`src/rtl/lsu_pkg.sv`:
```
// Shared definitions for the load/store unit: FSM state encoding and
// word-alignment constants.
package lsu_pkg;

  typedef enum logic [1:0] {
    ST_IDLE   = 2'd0,
    ST_ACCESS = 2'd1,
    ST_DONE   = 2'd2
  } lsu_state_e;

  localparam int unsigned WORD_BYTES = 4;
  localparam logic [31:0] ALIGN_MASK = 32'(WORD_BYTES - 1);

  function automatic logic word_aligned(input logic [31:0] addr);
    return (addr & ALIGN_MASK) == '0;
  endfunction

endpackage

```
`src/rtl/load_store_unit.sv`:
```
// Single-word load/store unit: computes base+imm, rejects misaligned
// addresses, performs one memory handshake with a bounded wait, pulses done.
module load_store_unit
  import lsu_pkg::*;
#(
  parameter int unsigned TIMEOUT = 16
) (
  input  logic        clk,
  input  logic        reset,
  input  logic        start,
  input  logic        is_store,
  input  logic [31:0] base,
  input  logic [31:0] imm,
  input  logic [31:0] wdata,
  output logic        busy,
  output logic        done,
  output logic        err,
  output logic [31:0] rdata,
  output logic        mem_req,
  output logic        mem_we,
  output logic [31:0] mem_addr,
  output logic [31:0] mem_wdata,
  input  logic        mem_ack,
  input  logic [31:0] mem_rdata
);

  // Last counter value before the wait budget is exhausted.
  localparam logic [7:0] WAIT_LAST = 8'(TIMEOUT - 1);

  lsu_state_e  state_q, state_d;
  logic [31:0] addr_q, addr_d;
  logic [31:0] wdata_q, wdata_d;
  logic [31:0] rdata_q, rdata_d;
  logic        is_store_q, is_store_d;
  logic        err_q, err_d;
  logic [7:0]  wait_q, wait_d;
  logic [31:0] eff_addr;

  assign eff_addr = base + imm;

  always_comb begin
    state_d    = state_q;
    addr_d     = addr_q;
    wdata_d    = wdata_q;
    rdata_d    = rdata_q;
    is_store_d = is_store_q;
    err_d      = err_q;
    wait_d     = wait_q;
    case (state_q)
      ST_IDLE: begin
        if (start) begin
          addr_d     = eff_addr;
          wdata_d    = wdata;
          is_store_d = is_store;
          wait_d     = '0;
          if (!word_aligned(eff_addr)) begin
            err_d   = 1'b1;
            state_d = ST_DONE;
          end else begin
            err_d   = 1'b0;
            state_d = ST_ACCESS;
          end
        end
      end
      ST_ACCESS: begin
        // An ack in the final budgeted cycle still completes successfully.
        if (mem_ack) begin
          if (!is_store_q) rdata_d = mem_rdata;
          err_d   = 1'b0;
          state_d = ST_DONE;
        end else if (wait_q == WAIT_LAST) begin
          err_d   = 1'b1;
          state_d = ST_DONE;
        end else begin
          wait_d = wait_q + 8'd1;
        end
      end
      ST_DONE: state_d = ST_IDLE;
      default: state_d = ST_IDLE;
    endcase
  end

  always_ff @(posedge clk) begin
    if (reset) begin
      state_q    <= ST_IDLE;
      addr_q     <= '0;
      wdata_q    <= '0;
      rdata_q    <= '0;
      is_store_q <= 1'b0;
      err_q      <= 1'b0;
      wait_q     <= '0;
    end else begin
      state_q    <= state_d;
      addr_q     <= addr_d;
      wdata_q    <= wdata_d;
      rdata_q    <= rdata_d;
      is_store_q <= is_store_d;
      err_q      <= err_d;
      wait_q     <= wait_d;
    end
  end

  assign busy      = (state_q != ST_IDLE);
  assign done      = (state_q == ST_DONE);
  assign err       = done && err_q;
  assign mem_req   = (state_q == ST_ACCESS);
  assign mem_we    = mem_req && is_store_q;
  assign mem_addr  = addr_q;
  assign mem_wdata = wdata_q;
  assign rdata     = rdata_q;

endmodule

```
`config.mk`:
```
export PLATFORM = sky130hd
export DESIGN_NAME = load_store_unit
export DESIGN_NICKNAME = d
export VERILOG_FILES = /design/src/rtl/lsu_pkg.sv /design/src/rtl/load_store_unit.sv
export SDC_FILE = /design/constraint.sdc
export NUM_CORES = 1
export LEC_CHECK = 0
export CAP_MARGIN = 40
export CORE_MARGIN = 4
export CORE_UTILIZATION = 40
export DETAILED_ROUTE_END_ITERATION = 7
export HOLD_SLACK_MARGIN = 0.05
export PLACE_DENSITY = 0.74
export SYNTH_ARGS = -nofsm -noshare
export SYNTH_HDL_FRONTEND = slang
export SYNTH_SLANG_ARGS = --single-unit
```
`constraint.sdc`:
```
create_clock -name clk -period 3.6 [get_ports clk]
set_input_delay 0.72 -clock clk [delete_from_list [all_inputs] [get_ports clk]]
set_output_delay 0.72 -clock clk [all_outputs]
set_load 0.05 [all_outputs]
```
==> impl_summary.txt, run 1 <==
----------------------------------------------------
[Logic synthesis]
  Most instantiated library cell after synthesis ... nand2_1
  List of most frequent post-synthesis cells ... nand2_1, a21oi_1, dfxtp_1
  Post-Syn Area per Cell ... 7.66 um2
  Warning count from the yosys run ... 0
  Seq/Total Area, Yosys ... 36.3%
  Share of the synthesized area in the top cell type ... around 36%
  FF+latch count, synth ... approximately 110
  Gate count after technology mapping ... 778
  Net count of the mapped netlist ... roughly 940
  Proportion of synthesized flip-flops having asynchronous set or reset ... 0%
  Number of different library cells in the post-synthesis netlist ... 73
  Top_reg_cell synth ... dfxtp_1
  Post-synthesis instance area ... 0.00596 mm2
  Number of flops mapped to enable cells by yosys ... 0
  Cell taking the most area after synthesis ... dfxtp_1
  Top post-synthesis cells by area ... dfxtp_1, nand2_1, a21oi_1

[Power]
  Power per Cell Area ... around 400 mW/mm2
  Worst voltage drop across the vdd grid ... roughly 270 uV
  Static power due to leakage ... roughly 3.2 nW

[Detailed routing]
  Detail Route Antenna Nets ... 0
  TritonRoute pass-1 iters ... 5
  Via density per instance ... between 5 and 6
  Initial DRC Count ... about 440
  Drc violations ... 0
  Average wire length per cell after detail routing ... between 15 and 20 um
  Via count ... approximately 6400
  Wire length reported by the detailed router ... a little under 20000 um

[Setup path]
  Peak fanout along the critical path ... 5
  WS Path Type ... in2reg
  Register-to-Register Path Depth ... 5
  Data required time at the worst endpoint ... approximately 3800 ps
  Crit path max-delay cell type ... fa_1
  Family of cells with the greatest summed delay on the critical path ... compound AO/OA/AOI/OAI gates
  Ordered list of cells on the worst path ... clkdlybuf4s50_1 -> ha_1 -> fa_1 -> a211o_1 -> a211oi_2 -> nor3_2 -> o21bai_2 -> a2111oi_0 -> a311o_1
  Startpoint type of the worst setup path ... input port
  Worst Path Buf+Inv ... 1
  Stages on worst setup path ... 9
  Critical Path Sink Type ... flip-flop
  Critical path arrival ... roughly 3300 ps
  Largest stage delay on the critical path ... ~440 ps

[Placed design]
  Routability-driven placement congestion ratio ... about 0.9
  Hpwl dp ... 15200 um
  Placement Setup Slack ... 152 ps
  Input/output buffers ... 233
  Cell count after placement ... 1159
  Area of placed instances ... ~0.0084 mm2

[Global route]
  Remaining global-route overflow ... 0
  Most Used Layer, Global Route ... met2
  GR Util met1 ... approximately 30%
  Number of global-route vias before repair ... ~5900
  GR Util met2 ... 37.1%
  GRT Util Overall ... 22.6%
  Initial antenna violation count ... 0
  Wire length of the first global-routing pass ... about 31000 um
  Met3 routing resource usage after global routing ... between 4 and 5%
  Largest net degree at the start of global routing ... 79

[Die]
  Initial Util ... about 41%
  Die Y ... ~130 um
  Top-Level Pins ... around 230
  Floorplan row count ... 44
  DIE WIDTH ... 130 um
  Total die area ... around 0.017 mm2
  Core ar. ... ~0.015 mm2

[Timing]
  Worst rel slew slack ... between 40 and 50%
  Post-Route Setup TNS ... 0 ps
  Unrepaired setup endpoints after global routing ... no
  Hold Slack ... 453 ps
  Achievable frequency ... around 320 MHz
  Final setup fails ... 0
  Worst clock skew ... around 9.5 ps
  Endpoints failing hold ... 0
  Slew @ Worst Pin ... 878 ps
  Final critical-path share of the clock period ... 85.9%
  Number of max-slew violations in the final report ... 0
  Minimum clock period ... between 3000 and 4000 ps
  Minimum setup slack in the final design ... just over 500 ps

[CTS]
  Hold-fix buffer count after cts ... 0
  Clock tree from TritonCTS ... yes
  Clock Path Buffers ... 2
  Post-CTS Setup Bufs ... 0
  Worst-Skew Late Latency ... 350 ps
  CTS clk-pin slew, worst paths ... 70 ps
  Post-CTS sizing ... 0
  Number of H-tree branching levels ... 3
  Num CTS Buffers ... 9
  Number of clock sinks seen by CTS ... approximately 110
  Clock tree root driver cell ... clkbuf_16

[Layout]
  Area growth, synth to finish ... 46.5%
  Share of post-route cells with drive strength above 1 ... under 10%
  Finished layout cell area ... 0.00874 mm2
  Net count of the finished layout ... between 1000 and 1500
  Count of non-filler cells in the finished layout ... 1176

[Hold path]
  Path category of the worst min-delay check ... reg2reg
  Hold Path Depth ... 2

[Status]
  Result of the run ... complete, no violations

[Run]
  Number of maximum-capacitance constraint violations ... 0

----------------------------------------------------
-- flip-flops by register name, indices dropped and copies added (netlist names) --
| register | flops |
|---|---|
| is_store_q | 1 |
| mem_wdata | 32 |
| wait_q | 8 |
| mem_addr | 32 |
| err_q | 1 |
| rdata | 32 |
| state_q | 2 |
-- layout by cell type, fill, tap and decap left out, drive strengths merged, types with 8 or more instances in the layout --
cell type / n
clkdlybuf4s50: 232
nand2: 182
a21oi: 111
dfxtp: 108
o21ai: 39
nor2: 38
ha: 32
nand3: 27
nor3: 20
nand4: 15
buf: 13
o21a: 11
inv: 11
clkbuf: 10
and2: 8
a21o: 8
or3: 8
-- path summary, 6_finish.rpt --
kind         slack [ps]          from      endpoint
max                 510       base[0]  mem_addr[16]
min                 450  mem_addr[13]  mem_addr[13]
max reg2reg        1320    state_q[1]  mem_addr[28]
min reg2reg         450  mem_addr[13]  mem_addr[13]
-- per-stage QoR --
| stage | power, mW | util [%] |
|---|---|---|
| floorplan | 2.06 | - |
| global placement | 2.50 | 57.6 |
| detailed placement | 2.50 | 57.7 |
| CTS | 3.56 | 59.9 |
| global route | 3.71 | 59.9 |
| finish | 3.54 | 59.9 |
-- layer usage --
layer  routed length [um]  vias to the layer above
met4                  386                        0
met2                 9520                      218
met5                    0                        -
met3                 1440                       22
li1                     -                     3210
met1                 8490                     2946
-- worst reg2reg max path: cells and delay by family, from the launching register on --
kind | cells | cell delay (ps)
buffers and inverters | 1 | 370
DFF | 1 | 350
AOI/OAI and AO/OA | 2 | 420
and+or+nand+nor | 2 | 1080
-- cell type report --
type | instances | area [um2]
clock inverters | 6 | 80.1
well taps | 184 | 230
flip-flops and latches | 108 | 2160
clock buffers | 10 | 239
inverters | 9 | 33.8
diodes | 1 | 2.50
repair buffers | 245 | 2420
multi-input cells | 613 | 3570
fillers | 1330 | 5850
-- kinds of logic after synthesis --
logic type | synth area share [%]
xor gates and xnor gates | 1.76
adders and majority gates | 7.05
DFF | 36.3
muxes | 0.336
buffers and inverters | 4.01
AOI/OAI and AO/OA | 25.1
and+or+nand+nor | 25.4
-- report_power, final --
group	internal [mW]	switching, mW
Sequential	1.27	0.0452
Combinational	0.454	0.707
Clock	0.574	0.482
(Power assumes the default switching activity.)
==> run 2: changes to the inputs <==
--- a/config.mk
+++ b/config.mk
@@ -11,6 +11,7 @@
 export DETAILED_ROUTE_END_ITERATION = 7
 export HOLD_SLACK_MARGIN = 0.05
 export PLACE_DENSITY = 0.74
+export REMOVE_ABC_BUFFERS = 1
 export SYNTH_ARGS = -nofsm -noshare
 export SYNTH_HDL_FRONTEND = slang
 export SYNTH_SLANG_ARGS = --single-unit
==> run 2 against run 1 <==
  * Clock-buffer cell count unchanged
  * Combinational power about the same
  * Die area stayed put
  * Sequential power about the same
  * Wire length fell by 2.9%
  * Global-route usage shrank 0.74 points
  * Total power fell by 1.4%
  * Clock skew fell by 1.2 ps
  * Largest cell class unchanged
  * Flip-flop and latch count did not move
  * Maximum frequency shrank 1.5%
==> impl_summary.txt, run 2 (same netlist as run 1, synthesis figures left out) <==
----------------------------------------------------
[CTS]
  Clock tree root driver cell ... clkbuf_16
  CTS clk-pin slew, worst paths ... 80 ps (about the same)
  Clock Path Buffers ... 2 (unchanged)
  Number of H-tree branching levels ... 3 (unchanged)
  Post-CTS Setup Bufs ... 0 (unchanged)
  Clock tree from TritonCTS ... yes
  Post-CTS sizing ... 0 (unchanged)
  Number of clock sinks seen by CTS ... 108 (unchanged)
  Hold-fix buffer count after cts ... 0 (unchanged)
  Num CTS Buffers ... 9 (unchanged)
  Worst-Skew Late Latency ... 360 ps (about the same)

[Detailed routing]
  Drc violations ... 0 (unchanged)
  Initial DRC Count ... 484 (+9.5%)
  Via count ... 6478 (+1.3%)
  Met3 Wirelength ... 1920 um (+33%)
  TritonRoute pass-1 iters ... 5 (unchanged)
  Via density per instance ... 5.50 (+1.2%)
  Average wire length per cell after detail routing ... 16.4 um (-3.0%)
  Highest layer used for signal routing ... met4
  Wire length reported by the detailed router ... 19300 um (-2.9%)
  Met1 wire length ... 8170 um (-3.7%)
  Detail Route Antenna Nets ... 0 (unchanged)
  Met2 wire length ... 8710 um (-8.5%)

[Setup path]
  Largest stage delay on the critical path ... 440 ps (about the same)
  Critical Path Sink Type ... flip-flop
  Data required time at the worst endpoint ... 3840 ps (about the same)
  Startpoint type of the worst setup path ... input port
  WS Path Type ... in2reg
  Ordered list of cells on the worst path ... clkdlybuf4s50_1 -> ha_1 -> fa_1 -> a211o_1 -> a211oi_2 -> nor3_2 -> o21bai_2 -> a2111oi_0 -> a311o_1
  Critical path arrival ... 3380 ps (+50 ps)
  Peak fanout along the critical path ... 5 (unchanged)
  Crit path max-delay cell type ... fa_1

[Power]
  Internal power ... 2.24 mW (-2.8%)
  Net switching fraction of the power ... 35.8% (+0.91 points)
  Power share of the combinational group ... 33.4% (+0.6 points)
  Net load switching power ... 1.25 mW (+1.2%)
  Relative contribution of sequential cells to total power ... 37.8% (+0.5 points)
  Worst voltage drop across the vdd grid ... 208 uV (-22%)
  Static power due to leakage ... 3.20 nW (about the same)
  Power per Cell Area ... 400 mW/mm2 (-1.3%)
  Clock power share ... 28.8% (-1.1 points)

[Timing]
  Achievable frequency ... 319 MHz (-1.5%)
  Minimum clock period ... 3140 ps (+46.3 ps)
  Number of max-slew violations in the final report ... 0 (unchanged)
  Slew @ Worst Pin ... 730 ps (-148 ps)
  Post-Route Setup TNS ... 0 ps (unchanged)
  Worst clock skew ... 8.29 ps (-1.21 ps)
  Worst rel slew slack ... 50.9% (+9.4 points)
  Unrepaired setup endpoints after global routing ... no
  Final critical-path share of the clock period ... 87.2% (+1.3 points)
  Endpoints failing hold ... 0 (unchanged)
  Final setup fails ... 0 (unchanged)

[Layout]
  Sequential cell area ... 0.00216 mm2 (unchanged)
  Most common cell after layout, fill and taps aside ... clkdlybuf4s50_1
  Commonest cells after routing, fill and taps aside ... clkdlybuf4s50_1, nand2_1, a21oi_1
  Share of post-route cells with drive strength above 1 ... 4.93% (+0.19 points)
  Antenna diode count ... 0 (-1)
  Area of the multi-input gates ... 0.00357 mm2 (unchanged)
  Area growth, synth to finish ... 46.4% (about the same)
  Net count of the finished layout ... 1154 (+0.17%)
  Fraction of the core area covered by cells at the end of the flow ... 59.8% (about the same)
  Number of filler cells placed in the layout ... 1387 (+4.3%)

[Die]
  Core ar. ... 0.0146 mm2 (unchanged)
  Total die area ... 0.0169 mm2 (unchanged)
  Die Y ... 130 um (unchanged)
  Floorplan row count ... 44 (unchanged)
  Initial Util ... 40.9% (unchanged)
  Top-Level Pins ... 234 (unchanged)
  DIE WIDTH ... 130 um (unchanged)

[Hold path]
  Path category of the worst min-delay check ... reg2reg

[Placed design]
  Routability-driven placement congestion ratio ... 0.961 (+4.1%)
  Input/output buffers ... 233 (unchanged)
  Hpwl dp ... 14800 um (-2.7%)

[Global route]
  Wire length of the first global-routing pass ... 29700 um (-3.4%)
  Remaining global-route overflow ... 0 (unchanged)
  Initial antenna violation count ... 0 (unchanged)
  GRT Util Overall ... 21.8% (-0.74 points)
  Number of global-route vias before repair ... 5965 (+1.4%)
  Largest net degree at the start of global routing ... 63 (-20%)

[Run]
  Number of maximum-capacitance constraint violations ... 0 (unchanged)

[Status]
  Result of the run ... complete, no violations

----------------------------------------------------
run 2: cell types whose count changed in the layout (fill, tap and decap cells not counted):
| cell | change |
|---|---|
| buf_4 | +2 |
| clkinv_4 | +2 |
| bufinv_16 | -1 |
| clkinv_2 | -1 |
| diode_2 | -1 |
run 2: final timing paths:
check               startpoint      endpoint  slack (ps)  cells after the start
setup / recovery       base[0]  mem_addr[16]         460                      9
setup reg to reg    state_q[0]  mem_addr[24]        1420                      6
hold / removal    mem_addr[15]  mem_addr[15]         450                      2
hold reg to reg   mem_addr[15]  mem_addr[15]         450                      2
run 2: critical path, delay by kind of cell:
family	cells	cell delay (ps)
buffers and inverters	1	420
AO/OA/AOI/OAI	5	1410
adder cells (fa/ha/maj)	2	690
AND/OR/NAND/NOR	1	130
run 2: metrics by stage:
step	power [mW]	worst slack [ps]	hold WS, ps	cells	instance area, um2
after global placement	2.50	186	440	1161	8430
final	3.49	462	455	1177	8730
after floorplan	2.03	722	447	730	5760
after global routing	3.65	349	474	1177	8730
after detailed placement	2.51	135	443	1161	8430
after CTS	3.52	457	453	1177	8730
run 2: metal layers:
layer	vias up	global-route usage, %
met4	0	8.25
met5	-	0
met1	2952	28.5
met3	29	4.79
met2	286	35.3
li1	3211	-
run 2: area by class of cell:
| type | instances | share of cell area (%) |
|---|---|---|
| Inverter | 9 | 0.387 |
| Clock inverter | 6 | 0.717 |
| Timing Repair Buffer | 247 | 27.9 |
| Sequential cell | 108 | 24.8 |
| Tap cell | 184 | 2.64 |
| Clock buffer | 10 | 2.74 |
| Multi-Input combinational cell | 613 | 40.9 |
run 2: power by group through the flow:
stage / Sequential [mW] / Clock, mW / Combinational (mW)
2_1_floorplan: 1.60 / 0 / 0.427
5_1_grt: 1.33 / 1.07 / 1.25
3_5_place_dp: 1.35 / 0 / 1.16
6_report: 1.32 / 1.01 / 1.16
3_3_place_gp: 1.34 / 0 / 1.16
4_1_cts: 1.32 / 1.03 / 1.16
